===== src/rtl/rd_emu_pkg.sv =====
// Shared types and constants for the RD front-end emulator.
// The parity-injection build option is RD_EMU_PARITY_INJ_EN.
package rd_emu_pkg;

    typedef enum logic [2:0] {
        ST_IDLE  = 3'd0,
        ST_DELAY = 3'd1,
        ST_LEAD  = 3'd2,
        ST_DATA  = 3'd3,
        ST_TRAIL = 3'd4,
        ST_DONE  = 3'd5
    } rd_emu_state_e;

    localparam int RD_BITS_PER_WORD = 13;
    localparam int RD_DATA_BITS     = 12;
    localparam int RD_WORDS         = 2048;
    localparam int RD_WORD_CNT_W    = $clog2(RD_WORDS);
    localparam int RD_BIT_CNT_W     = $clog2(RD_BITS_PER_WORD);

    function automatic logic odd_parity(input logic [RD_DATA_BITS-1:0] w);
        return ~^w;
    endfunction

endpackage


===== src/rtl/rd_emu_word_gen.sv =====
// Combinational word pattern: lane 0 is seed+index, lane 1 its complement,
// followed by an odd-parity bit that the inject flag inverts.
module rd_emu_word_gen
    import rd_emu_pkg::*;
(
    input  logic [RD_DATA_BITS-1:0]     seed,
    input  logic [RD_WORD_CNT_W-1:0]    word_idx,
    input  logic                        lane,
    input  logic                        inject,
    output logic [RD_BITS_PER_WORD-1:0] word
);

    logic [RD_DATA_BITS-1:0] base;
    logic [RD_DATA_BITS-1:0] data;

    always_comb begin
        base = seed + RD_DATA_BITS'(word_idx);
        data = lane ? ~base : base;
        word = {data, odd_parity(data) ^ inject};
    end

endmodule


===== src/rtl/rd_serial_emulator.sv =====
// RD front-end emulator: trigger, programmable delay, then a gated serial clock
// with two 13-bit-word data lanes. Parity injection is built with RD_EMU_PARITY_INJ_EN.
module rd_serial_emulator
    import rd_emu_pkg::*;
#(
    parameter int CLK_DIV    = 2,
    parameter int TRIG_DELAY = 240,
    parameter int LEAD_CLKS  = 1,
    parameter int TRAIL_CLKS = 11
) (
    input  logic                     CLK120,
    input  logic                     RST_N,
    input  logic                     ENABLE,
    input  logic                     TRIG_IN,
    input  logic [RD_DATA_BITS-1:0]  SEED,
    output logic                     SERIAL_CLK_OUT,
    output logic                     SERIAL_DATA0_OUT,
    output logic                     SERIAL_DATA1_OUT,
    output logic                     BUSY,
    output logic                     XFR_DONE,
    output logic [7:0]               DROP_COUNT
`ifdef RD_EMU_PARITY_INJ_EN
    ,
    input  logic [1:0]               PAR_ERR_INJ,
    input  logic [RD_WORD_CNT_W-1:0] ERR_WORD
`endif
);

    localparam int DIV_W   = $clog2(CLK_DIV);
    localparam int DLY_W   = (TRIG_DELAY > 1) ? $clog2(TRIG_DELAY) : 1;
    localparam int PER_MAX = (LEAD_CLKS > TRAIL_CLKS) ? LEAD_CLKS : TRAIL_CLKS;
    localparam int PER_W   = (PER_MAX > 1) ? $clog2(PER_MAX) : 1;

    localparam logic [DIV_W-1:0]        DIV_LAST   = DIV_W'(CLK_DIV - 1);
    localparam logic [DIV_W-1:0]        DIV_HALF   = DIV_W'(CLK_DIV / 2);
    localparam logic [PER_W-1:0]        LEAD_LAST  = PER_W'(LEAD_CLKS - 1);
    localparam logic [PER_W-1:0]        TRAIL_LAST = PER_W'(TRAIL_CLKS - 1);
    localparam logic [RD_BIT_CNT_W-1:0] BIT_LAST   = RD_BIT_CNT_W'(RD_BITS_PER_WORD - 1);
    localparam rd_emu_state_e AFTER_DELAY = (LEAD_CLKS == 0) ? ST_DATA : ST_LEAD;
    localparam rd_emu_state_e AFTER_DATA  = (TRAIL_CLKS == 0) ? ST_DONE : ST_TRAIL;

    rd_emu_state_e state_q, state_d;
    logic                      trig_q;
    logic [DLY_W-1:0]          dly_q, dly_d;
    logic [DIV_W-1:0]          div_q, div_d;
    logic [PER_W-1:0]          per_q, per_d;
    logic [RD_WORD_CNT_W-1:0]  word_q, word_d;
    logic [RD_BIT_CNT_W-1:0]   bit_q, bit_d;
    logic [RD_DATA_BITS-1:0]   seed_q, seed_d;
    logic [7:0]                drop_d;
    logic                      trig_rise, accept, period_end;
    logic                      sclk_d, data0_d, data1_d, busy_d, done_d;
    logic [RD_BIT_CNT_W-1:0]   bit_sel;
    logic [RD_BITS_PER_WORD-1:0] word0, word1;
    logic [1:0]                inj_hit;

    always_comb begin
        trig_rise  = TRIG_IN & ~trig_q;
        accept     = trig_rise & ENABLE & (state_q == ST_IDLE);
        period_end = (div_q == DIV_LAST);

        state_d = state_q;
        dly_d   = dly_q;
        div_d   = div_q;
        per_d   = per_q;
        word_d  = word_q;
        bit_d   = bit_q;
        seed_d  = seed_q;
        drop_d  = DROP_COUNT;

        if (trig_rise && state_q != ST_IDLE && DROP_COUNT != 8'hFF)
            drop_d = DROP_COUNT + 8'd1;

        case (state_q)
            ST_IDLE: begin
                if (accept) begin
                    state_d = ST_DELAY;
                    dly_d   = DLY_W'(TRIG_DELAY - 1);
                    seed_d  = SEED;
                end
            end
            ST_DELAY: begin
                if (dly_q == '0) begin
                    state_d = AFTER_DELAY;
                    div_d   = '0;
                    per_d   = '0;
                end else begin
                    dly_d = dly_q - 1'b1;
                end
            end
            ST_LEAD: begin
                div_d = period_end ? '0 : div_q + 1'b1;
                if (period_end) begin
                    if (per_q == LEAD_LAST) begin
                        per_d   = '0;
                        state_d = ST_DATA;
                    end else begin
                        per_d = per_q + 1'b1;
                    end
                end
            end
            ST_DATA: begin
                div_d = period_end ? '0 : div_q + 1'b1;
                if (period_end) begin
                    if (bit_q == BIT_LAST) begin
                        bit_d = '0;
                        if (word_q == '1) begin
                            word_d  = '0;
                            state_d = AFTER_DATA;
                        end else begin
                            word_d = word_q + 1'b1;
                        end
                    end else begin
                        bit_d = bit_q + 1'b1;
                    end
                end
            end
            ST_TRAIL: begin
                div_d = period_end ? '0 : div_q + 1'b1;
                if (period_end && per_q == TRAIL_LAST) begin
                    per_d   = '0;
                    state_d = ST_DONE;
                end else if (period_end) begin
                    per_d = per_q + 1'b1;
                end
            end
            ST_DONE:  state_d = ST_IDLE;
            default:  state_d = ST_IDLE;
        endcase
    end

`ifdef RD_EMU_PARITY_INJ_EN
    logic [1:0]               inj_q;
    logic [RD_WORD_CNT_W-1:0] err_word_q;

    always_ff @(posedge CLK120) begin
        if (!RST_N) begin
            inj_q      <= '0;
            err_word_q <= '0;
        end else if (accept) begin
            inj_q      <= PAR_ERR_INJ;
            err_word_q <= ERR_WORD;
        end
    end

    always_comb inj_hit = inj_q & {2{word_d == err_word_q}};
`else
    always_comb inj_hit = '0;
`endif

    rd_emu_word_gen u_lane0 (
        .seed     (seed_q),
        .word_idx (word_d),
        .lane     (1'b0),
        .inject   (inj_hit[0]),
        .word     (word0)
    );

    rd_emu_word_gen u_lane1 (
        .seed     (seed_q),
        .word_idx (word_d),
        .lane     (1'b1),
        .inject   (inj_hit[1]),
        .word     (word1)
    );

    // Outputs are decoded from next-state values so the registered pins line up
    // with the counters; the bit position only moves at d=0, keeping data stable.
    always_comb begin
        bit_sel = BIT_LAST - bit_d;
        sclk_d  = (state_d inside {ST_LEAD, ST_DATA, ST_TRAIL}) && (div_d >= DIV_HALF);
        data0_d = (state_d == ST_DATA) && word0[bit_sel];
        data1_d = (state_d == ST_DATA) && word1[bit_sel];
        busy_d  = !(state_d inside {ST_IDLE, ST_DONE});
        done_d  = (state_d == ST_DONE);
    end

    always_ff @(posedge CLK120) begin
        if (!RST_N) begin
            state_q          <= ST_IDLE;
            trig_q           <= 1'b0;
            dly_q            <= '0;
            div_q            <= '0;
            per_q            <= '0;
            word_q           <= '0;
            bit_q            <= '0;
            seed_q           <= '0;
            DROP_COUNT       <= '0;
            SERIAL_CLK_OUT   <= 1'b0;
            SERIAL_DATA0_OUT <= 1'b0;
            SERIAL_DATA1_OUT <= 1'b0;
            BUSY             <= 1'b0;
            XFR_DONE         <= 1'b0;
        end else begin
            state_q          <= state_d;
            trig_q           <= TRIG_IN;
            dly_q            <= dly_d;
            div_q            <= div_d;
            per_q            <= per_d;
            word_q           <= word_d;
            bit_q            <= bit_d;
            seed_q           <= seed_d;
            DROP_COUNT       <= drop_d;
            SERIAL_CLK_OUT   <= sclk_d;
            SERIAL_DATA0_OUT <= data0_d;
            SERIAL_DATA1_OUT <= data1_d;
            BUSY             <= busy_d;
            XFR_DONE         <= done_d;
        end
    end

endmodule

===== config.mk =====
export PLATFORM = sky130hd
export DESIGN_NAME = rd_serial_emulator
export DESIGN_NICKNAME = d
export VERILOG_FILES = /design/src/rtl/rd_emu_pkg.sv /design/src/rtl/rd_emu_word_gen.sv /design/src/rtl/rd_serial_emulator.sv
export SDC_FILE = /design/constraint.sdc
export NUM_CORES = 1
export LEC_CHECK = 0
export ABC_CLOCK_PERIOD_IN_PS = 10600
export BUFFER_PORTS_ARGS = -buffer_cell sky130_fd_sc_hd__buf_2
export CAP_MARGIN = 40
export CELL_PAD_IN_SITES_DETAIL_PLACEMENT = 0
export CELL_PAD_IN_SITES_GLOBAL_PLACEMENT = 2
export CORE_MARGIN = 4
export CORE_UTILIZATION = 41
export DETAILED_ROUTE_END_ITERATION = 12
export PLACE_DENSITY = 0.93
export SYNTH_ARGS = -nofsm -noshare
export SYNTH_HDL_FRONTEND = slang
export SYNTH_HIERARCHICAL = 1
export SYNTH_SLANG_ARGS = --single-unit

===== constraint.sdc =====
create_clock -name CLK120 -period 10.6 [get_ports CLK120]
set_input_delay 2.12 -clock CLK120 [delete_from_list [all_inputs] [get_ports CLK120]]
set_output_delay 2.12 -clock CLK120 [all_outputs]
set_load 0.1 [all_outputs]

# Word-level counts from Yosys, hierarchy flattened
# Index checks and enable logic that the tools add are counted.
# word_totals
in_bits,16
out_inout_bits,13
regBits,57
elab_cells,100
# op_classes
n_reduce_logical,22
magnitude_cmp,2
n_addsub,8
n_mux,32
eq_ne,17
bitwise_logic,5
# op_table
cell,n
11-bit 2-to-1 mux,4
4-bit 2-to-1 mux,8
3-bit 2-to-1 mux,8
12-bit XNOR reduction,2
8-bit 2-to-1 mux,2
8-bit case mux with 2 select lines,1
3-bit case mux with 5 select lines,1
12-bit by 11-bit adder with 12-bit output,1
"3-bit by 2-bit equality test with 1-bit output, second input constant",4
12-bit NOT,1
4-bit case mux with 3 select lines,1
"11-bit by 1-bit adder with 11-bit output, second input constant",1
"11-bit equality test, second input constant",1
"3-bit equality test, second input constant",3
3-bit nonzero test,3
"4-bit by 1-bit adder with 4-bit output, second input constant",2
"8-bit by 1-bit adder with 8-bit output, second input constant",1
1-bit binary-select mux with 4-bit select,2
"4-bit equality test, second input constant",2
8-bit zero test,1
"2-bit inequality test, second input constant",4
"8-bit inequality test, second input constant",1
"8-bit by 1-bit subtractor with 8-bit output, second input constant",1
1-bit logical AND,6
other kinds (18),25

# Longest topological paths before layout
# Gate-level depths: netlist of run 1.
# depth
ltp_word,11
mapped_depth,22
ltp_nobuf,21

# Hierarchy
# Netlist of run 1, hierarchy kept.
# modules_own_cells
module,instances,seq_area_each_um2,area_each_um2,cells_each
rd_serial_emulator,1,1141.1,3353.2,406
rd_emu_word_gen,2,0.0,690.7,78

# Worst setup path after synthesis of run 1
# OpenSTA, ideal clock, no wires.
# synth_path
path_kind,flip-flop to flip-flop
from,register bit_q[0]
to,register SERIAL_DATA0_OUT
setup_slack_ps,6077
required_time_ps,10477
n_path_buf,0
period_less_slack_ps,4523
setup_time_ps,123
arrival_time_ps,4400
path_stages_with_launch,19
path_cell_list,dfxtp_1 > clkinv_1 > ha_1 > nand3_4 > nor4_1 > nand3b_1 > o21ai_0 > ha_1 > and3_4 > a221oi_2 > xnor2_1 > xnor3_1 > xnor2_1 > xnor2_1 > xnor3_1 > mux2_2 > o21ai_0 > mux4_2 > o22ai_1
# synth_via
elab_chain_cells,9
elab_cells_between_ends,18
classes_between,add/sub (3); eq/ne (2); mux (11); reduce/logical (2)
# synth_lines
element,line_no,source
start: declaration,rd_serial_emulator.sv:48,"logic [RD_BIT_CNT_W-1:0] bit_q, bit_d;"
start signal: assignment,rd_serial_emulator.sv:201,bit_q <= bit_d;
4-bit equality test,rd_serial_emulator.sv:105,if (bit_q == BIT_LAST) begin
11-bit 2-to-1 mux,rd_serial_emulator.sv:105,
11-bit 2-to-1 mux,rd_serial_emulator.sv:104,if (period_end) begin
11-bit 2-to-1 mux,rd_serial_emulator.sv:74,case (state_q)
net word_d[3],rd_serial_emulator.sv:47,"logic [RD_WORD_CNT_W-1:0] word_q, word_d;"
12-bit by 11-bit adder with 12-bit output,rd_emu_word_gen.sv:17,base = seed + RD_DATA_BITS'(word_idx);
12-bit XNOR reduction,rd_emu_pkg.sv:21,return ~^w;
net word0[0],rd_serial_emulator.sv:54,"logic [RD_BITS_PER_WORD-1:0] word0, word1;"
1-bit binary-select mux with 4-bit select,rd_serial_emulator.sv:172,data0_d = (state_d == ST_DATA) && word0[bit_sel];
1-bit 2-to-1 mux (implied by the code),rd_serial_emulator.sv:172,
1-bit logical AND,rd_serial_emulator.sv:172,
end signal: assignment,rd_serial_emulator.sv:205,SERIAL_DATA0_OUT <= data0_d;
end: declaration,rd_serial_emulator.sv:17,"output logic SERIAL_DATA0_OUT,"
# The timed path passes the listed nets, and every way through them passes these cells. The select of a mux whose other input is x is not followed.
# A chain may end at the register's enable or synchronous reset.

# Final worst setup path of run 1
# Ends and elaborated chain as after synthesis.

==> results of run 1 <==
-- logic make-up after synthesis --
family          after synthesis
flops                        57
xor+xnor                     83
compound gates              135
mux                          13
buf+inv                      39
fa+ha+maj                    34
simple gates                199
other cells                   2
-- power by group through the flow --
stage | Clock (W) | Sequential [W] | Combinational, W
2_1_floorplan | 0 | 0.000243 | 0.000109
3_3_place_gp | 0 | 0.000241 | 0.000134
3_5_place_dp | 0 | 0.000242 | 0.000136
4_1_cts | 0.000347 | 0.000237 | 0.000137
5_1_grt | 0.000361 | 0.000239 | 0.000154
6_report | 0.000342 | 0.000237 | 0.000137
-- worst max-delay path, cell delays in order (launching register included) --
cell and delay [ps]:
dfxtp_1 530, clkinv_1 250, ha_1 290, nand3_4 150, nor4_1 790, o21ai_0 170
nand2_1 100, o21ai_0 180, ha_1 410, and3_4 220, a221oi_2 340, xnor2_1 210
xnor3_1 460, xnor2_1 150, xnor2_1 140, xnor3_1 240, nand2_1 60, nand3_1 100
o21ai_0 90, mux4_2 470, o22ai_1 160
-- state kept, by name, summed over array words and instances (netlist names) --
signal / count
SERIAL_DATA1_OUT: 1
DROP_COUNT: 8
div_q: 1
trig_q: 1
XFR_DONE: 1
word_q: 11
SERIAL_DATA0_OUT: 1
state_q: 3
BUSY: 1
SERIAL_CLK_OUT: 1
per_q: 4
seed_q: 12
dly_q: 8
bit_q: 4
-- placed cells by master (no fill, tap or decap), types with 4 or more instances in the layout --
| cell type | instances |
|---|---|
| conb_1 | 8 |
| and2_1 | 20 |
| ha_1 | 32 |
| nor2b_1 | 16 |
| a21o_1 | 9 |
| nor2_1 | 26 |
| a21oi_1 | 34 |
| and4_1 | 4 |
| buf_2 | 29 |
| mux2i_1 | 6 |
| xor2_1 | 34 |
| nand3_1 | 19 |
| nand2_1 | 57 |
| nor3_1 | 10 |
| and3_1 | 8 |
| mux2_2 | 5 |
| a21boi_0 | 19 |
| nand4_1 | 12 |
| xnor2_1 | 45 |
| dfxtp_1 | 57 |
| xnor3_1 | 4 |
| o21ai_0 | 24 |
| clkbuf_16 | 9 |
| inv_1 | 15 |
| a32oi_1 | 4 |
| o21bai_1 | 4 |
-- area by class of cell --
class                           instances  area, um^2
Fill cell                            1056        5760
Multi-Input combinational cell        472        3440
Sequential cell                        57        1140
Clock buffer                            9         225
Tap cell                              140         175
Timing Repair Buffer                   29         145
Clock inverter                          7         125
Inverter                               16        60.1
-- per-layer routing --
metal	vias up	wire length, um	GRT usage
li1	2058	-	-
met4	0	290	0.0689
met3	22	476	0.0324
met2	110	5170	0.281
met1	1871	5310	0.246
met5	-	0	0
-- how the worst max path moves through the flow --
stage | end | depth (start not counted) | start
after global routing | SERIAL_DATA0_OUT | 20 | bit_q[0]
final | SERIAL_DATA0_OUT | 20 | bit_q[0]
after floorplan | SERIAL_DATA0_OUT | 18 | bit_q[0]
after CTS | SERIAL_DATA0_OUT | 20 | bit_q[0]
after detailed placement | SERIAL_DATA0_OUT | 19 | bit_q[0]
after global placement | SERIAL_DATA0_OUT | 20 | bit_q[0]
-- per-stage QoR --
step	std cells	cell area, um^2	power [W]
detailed placement	714	4960	0.000378
global placement	713	4960	0.000375
floorplan	568	4760	0.000353
CTS	730	5320	0.000722
global route	730	5320	0.000754
finish	730	5320	0.000716
==> qor.csv, run 1 <==
metric,value,unit
status,"complete, no violations",
cts_setup_buffers,0,
maxCapViolations,0,
clock_path_buffers,2,
grt_overflow,0,
synth_top_family_by_area,simple AND/OR/NAND/NOR gates,
netlist_instances,562,
ys_ff_latch,57,
wl_per_cell,15.4,um
rsz0062_at_grt,false,
r2r-end,SERIAL_DATA0_OUT,
via_per_inst,5.56,
holdPathEnd,seed_q[8],
path_clk_slew,50,ps
clkPwrFrac,0.477,
worst_ep_required_time,10850,ps
min_path_type,reg2reg,
timing.hold.worst_path_depth,2,
path_max_fanout,23,
pwr_density_cell,135,nW/um^2
setup.worst_path.class,reg2reg,
clock_latency,320,ps
yosys-top-cells-count,"dfxtp_1 (57), nand2_1 (57), xnor2_1 (45)",
setup_violations,0,
coreArea,11100,um^2
diodes,0,
syn_area,4730,um^2
die_area,13300,um^2
ant_nets,0,
initial_core_util,0.427,
grt_antenna_before_repair,0,
num_vias,4061,
p_leak,2.28,nW
fin_setup_tns,0,ps
final_core_util,0.480,
cts_buffers,9,
async_reset_ff_frac,0,
yosys.area_share.simple,0.232,
numPortBuffers,28,
critPathLaunchType,register,
yosys.area.top_type,dfxtp_1,
grt_pass1_vias,3964,
ys.flop_type,dfxtp_1,
peakVddDrop,0.0825,mV
worstMarginPinSlew,926,ps
chipWidth,115,um
r2r-start,bit_q[0],
clk_root_buffer_cell,clkbuf_16,
die_height,115,um
place_ws,5070,ps
arrival,5840,ps
grt_max_degree,52,
clock.fmax,179,MHz
dr.first_iter.drc_count,329,
finalClockSkew,6.87,ps
reg2regPathDepth,20,
first_pass_iters,5,
htreeDepth,3,
cts_tree,done,
clkSinkCount,57,
whs,502,ps
wl,11200,um
finalCriticalPeriod,5600,ps
synth_xor_xnor_area_share,0.165,
cts_hold_buf,0,
synth.avg_cell_area,8.42,um^2
power_switching,0.000196,W
synth_fa_ha_area_frac,0.0930,
yosys-mux-area-fraction,0.0341,
yosysWarnings,6,
p_int,0.000520,W
hold_viol,0,
fp-row-count,38,
combPwrFrac,0.192,
drc,0,
p_seq_frac,0.331,
syn_to_final_growth,12.3,%
cts_resized,0,
io-pin-count,29,
yosysSeqAreaShare,0.241,
synth-edff-count,0,
gp_congestion,0.856,
layout-drive-gt1-share,0.119,
rrSetupSlack,5000,ps
slew_headroom,0.377,
end_kind,register,
fin_nets,635,
p_sw_frac,0.274,
min-delay-start,seed_q[8],
grt_use_total,0.179,
fin_crit_sh,0.528,
synth_compound_area_frac,0.197,
yosys.cell_types.count,73,
netlist.area_leader.share,0.241,
grt_first_pass_wirelength,19400,um
maxSlewViolCount,0,
synthTopCellsByArea,"dfxtp_1 (24%), ha_1 (8.5%), xnor2_1 (8.3%)",
setup_ws,5000,ps
dp_hpwl,8580,um
Note: power is estimated with default switching activity, not from simulation.
==> inputs of run 2 (changes only) <==
--- a/config.mk
+++ b/config.mk
@@ -5,15 +5,16 @@
 export SDC_FILE = /design/constraint.sdc
 export NUM_CORES = 1
 export LEC_CHECK = 0
-export ABC_CLOCK_PERIOD_IN_PS = 10600
+export ABC_AREA = 1
+export ABC_CLOCK_PERIOD_IN_PS = 4800
 export BUFFER_PORTS_ARGS = -buffer_cell sky130_fd_sc_hd__buf_2
 export CAP_MARGIN = 40
 export CELL_PAD_IN_SITES_DETAIL_PLACEMENT = 0
 export CELL_PAD_IN_SITES_GLOBAL_PLACEMENT = 2
 export CORE_MARGIN = 4
-export CORE_UTILIZATION = 41
+export CORE_UTILIZATION = 30
 export DETAILED_ROUTE_END_ITERATION = 12
-export PLACE_DENSITY = 0.93
+export PLACE_DENSITY = 0.84
 export SYNTH_ARGS = -nofsm -noshare
 export SYNTH_HDL_FRONTEND = slang
 export SYNTH_HIERARCHICAL = 1
==> constraint.sdc (replaced) <==
create_clock -name CLK120 -period 4.8 [get_ports CLK120]
set_input_delay 0.96 -clock CLK120 [delete_from_list [all_inputs] [get_ports CLK120]]
set_output_delay 0.96 -clock CLK120 [all_outputs]
set_load 0.1 [all_outputs]
==> qor.csv, run 2 <==
metric,value,unit
top_regs,"seed_q: 12 flops, word_q: 11 flops",
grt_use_total,0.152,
rrSetupSlack,820,ps
grt_antenna_before_repair,0,
yosysMostFrequentCell,nand2_1,
cts_resized,0,
synthTopCellsByArea,"dfxtp_1 (21%), nand2_1 (20%), nand3_1 (9.7%)",
dp_hpwl,12300,um
coreArea,17400,um^2
cts_tree,done,
dp_cells,1164,
diodes,0,
dr.first_iter.drc_count,257,
hold_viol,0,
fin_area,6110,um^2
largest_reg_flops,12,
n_fill_cell,1993,
maxSlewViolCount,0,
final_core_util,0.351,
wl_per_cell,12.5,um
holdPathEnd,dly_q[0],
die_area,20100,um^2
path_clk_slew,60,ps
clock_latency,340,ps
netlist_instances,912,
drc,0,
fin_setup_tns,0,ps
timing.hold.worst_path_depth,1,
gp_congestion,0.817,
worstMarginPinSlew,631,ps
end_kind,register,
first_pass_iters,5,
fin_nets,1000,
initial_core_util,0.309,
yosysWarnings,6,
slowest_delay,350,ps
fin_crit_sh,0.829,
ys.flop_type,dfxtp_1,
synth-edff-count,0,
cts_setup_buffers,0,
die_height,142,um
io-pin-count,29,
final_common_cell,nand2_1,
grt_first_pass_wirelength,24800,um
yosys.cell_types.count,41,
clock_path_buffers,2,
grt_pass1_vias,5052,
htreeDepth,3,
clkSinkCount,57,
netlist.area_leader.share,0.212,
p_leak,3.27,nW
cts_buffers,9,
status,"complete, no violations",
via_per_inst,4.50,
cp_slowest_cell,fa_1,
reg2regPathDepth,31,
num_vias,5310,
final_cell_mix,"nand2_1 (282), inv_1 (135), nand3_1 (104), nor2_1 (93), dfxtp_1 (57)",
setup_violations,0,
worst_ep_required_time,5070,ps
finalCriticalPeriod,3980,ps
yosysSeqAreaShare,0.212,
path_max_fanout,7,
chipWidth,142,um
finalClockSkew,11.6,ps
peakVddDrop,0.172,mV
arrival,4250,ps
layout-drive-gt1-share,0.0942,
crit_top_cell,nand2_1,
async_reset_ff_frac,0,
setup.worst_path.class,reg2reg,
wl,14700,um
grt_overflow,0,
multi_input_area,3640,um^2
syn_area,5380,um^2
yosys-top-cells-count,"nand2_1 (282), inv_1 (135), nand3_1 (104)",
synth.avg_cell_area,5.90,um^2
r2r-start,bit_q[0],
clk_root_buffer_cell,clkbuf_16,
slew_headroom,0.580,
clock.fmax,251,MHz
seq_area,1140,um^2
grt_max_degree,27,
yosys.area.top_type,dfxtp_1,
pwr_density_cell,280,nW/um^2
r2r-end,SERIAL_DATA1_OUT,
cts_hold_buf,0,
min-delay-start,dly_q[0],
postPlaceCellArea,5780,um^2
syn_to_final_growth,13.6,%
numPortBuffers,28,
maxCapViolations,0,
ys_ff_latch,57,
rsz0062_at_grt,false,
instances_no_fill,1180,
ant_nets,0,
critPathLaunchType,register,
min_path_type,reg2reg,
fp-row-count,48,
fin_total_pwr,0.00171,W
regMostFlops,seed_q,
run 2: cell type report:
cell class | count | area share
Multi-Input combinational cell | 701 | 0.595
Sequential cell | 57 | 0.187
Inverter | 152 | 0.0933
Tap cell | 225 | 0.0461
Clock buffer | 10 | 0.0391
Timing Repair Buffer | 29 | 0.0254
Clock inverter | 6 | 0.0145
run 2: per-layer routing:
layer | up-vias | wire (um) | track usage
met3 | 11 | 405 | 0.0303
li1 | 2948 | - | -
met4 | 0 | 157 | 0.0313
met5 | - | 0 | 0
met1 | 2285 | 7870 | 0.222
met2 | 66 | 6270 | 0.234
run 2: logic make-up (layout without fill, tap and decap cells):
kind of cell	Yosys count	in the layout	share of synthesized area
other	2	10	0.00140
flip-flops	57	57	0.212
adder cells (fa/ha/maj)	34	34	0.0819
AO/OA/AOI/OAI	64	64	0.0630
buffers and inverters	162	197	0.118
AND/OR/NAND/NOR	559	559	0.463
XOR/XNOR	34	34	0.0609
run 2: how the worst max path moves through the flow:
stage | slack, ps | startpoint | end
after floorplan | 1320 | bit_q[0] | SERIAL_DATA0_OUT
after global placement | 810 | bit_q[0] | SERIAL_DATA0_OUT
after detailed placement | 810 | bit_q[0] | SERIAL_DATA0_OUT
after CTS | 790 | bit_q[0] | SERIAL_DATA0_OUT
after global routing | 360 | bit_q[0] | SERIAL_DATA0_OUT
final | 820 | bit_q[0] | SERIAL_DATA1_OUT
run 2: power breakdown:
group / leakage (nW) / switching (W) / internal (W) / total (W)
registers: 0.463 / 0.0000331 / 0.000502 / 0.000535
clock network: 0.155 / 0.000251 / 0.000469 / 0.000721
logic: 2.65 / 0.000296 / 0.000162 / 0.000457
total: 3.27 / 0.000580 / 0.00113 / 0.00171
run 2: critical path: cells and delay by family, from the launching register on:
kind                     cells  cell delay [ps]
AND/OR/NAND/NOR             26             2630
adder cells (fa/ha/maj)      3              760
flip-flops                   1              330
buffers and inverters        2              200
run 2: per-stage QoR:
stage               worst slack [ps]  hold WS [ps]
global placement                 810           445
detailed placement               805           463
CTS                              793           476
finish                           820           470
floorplan                       1320           426
global route                     356           508
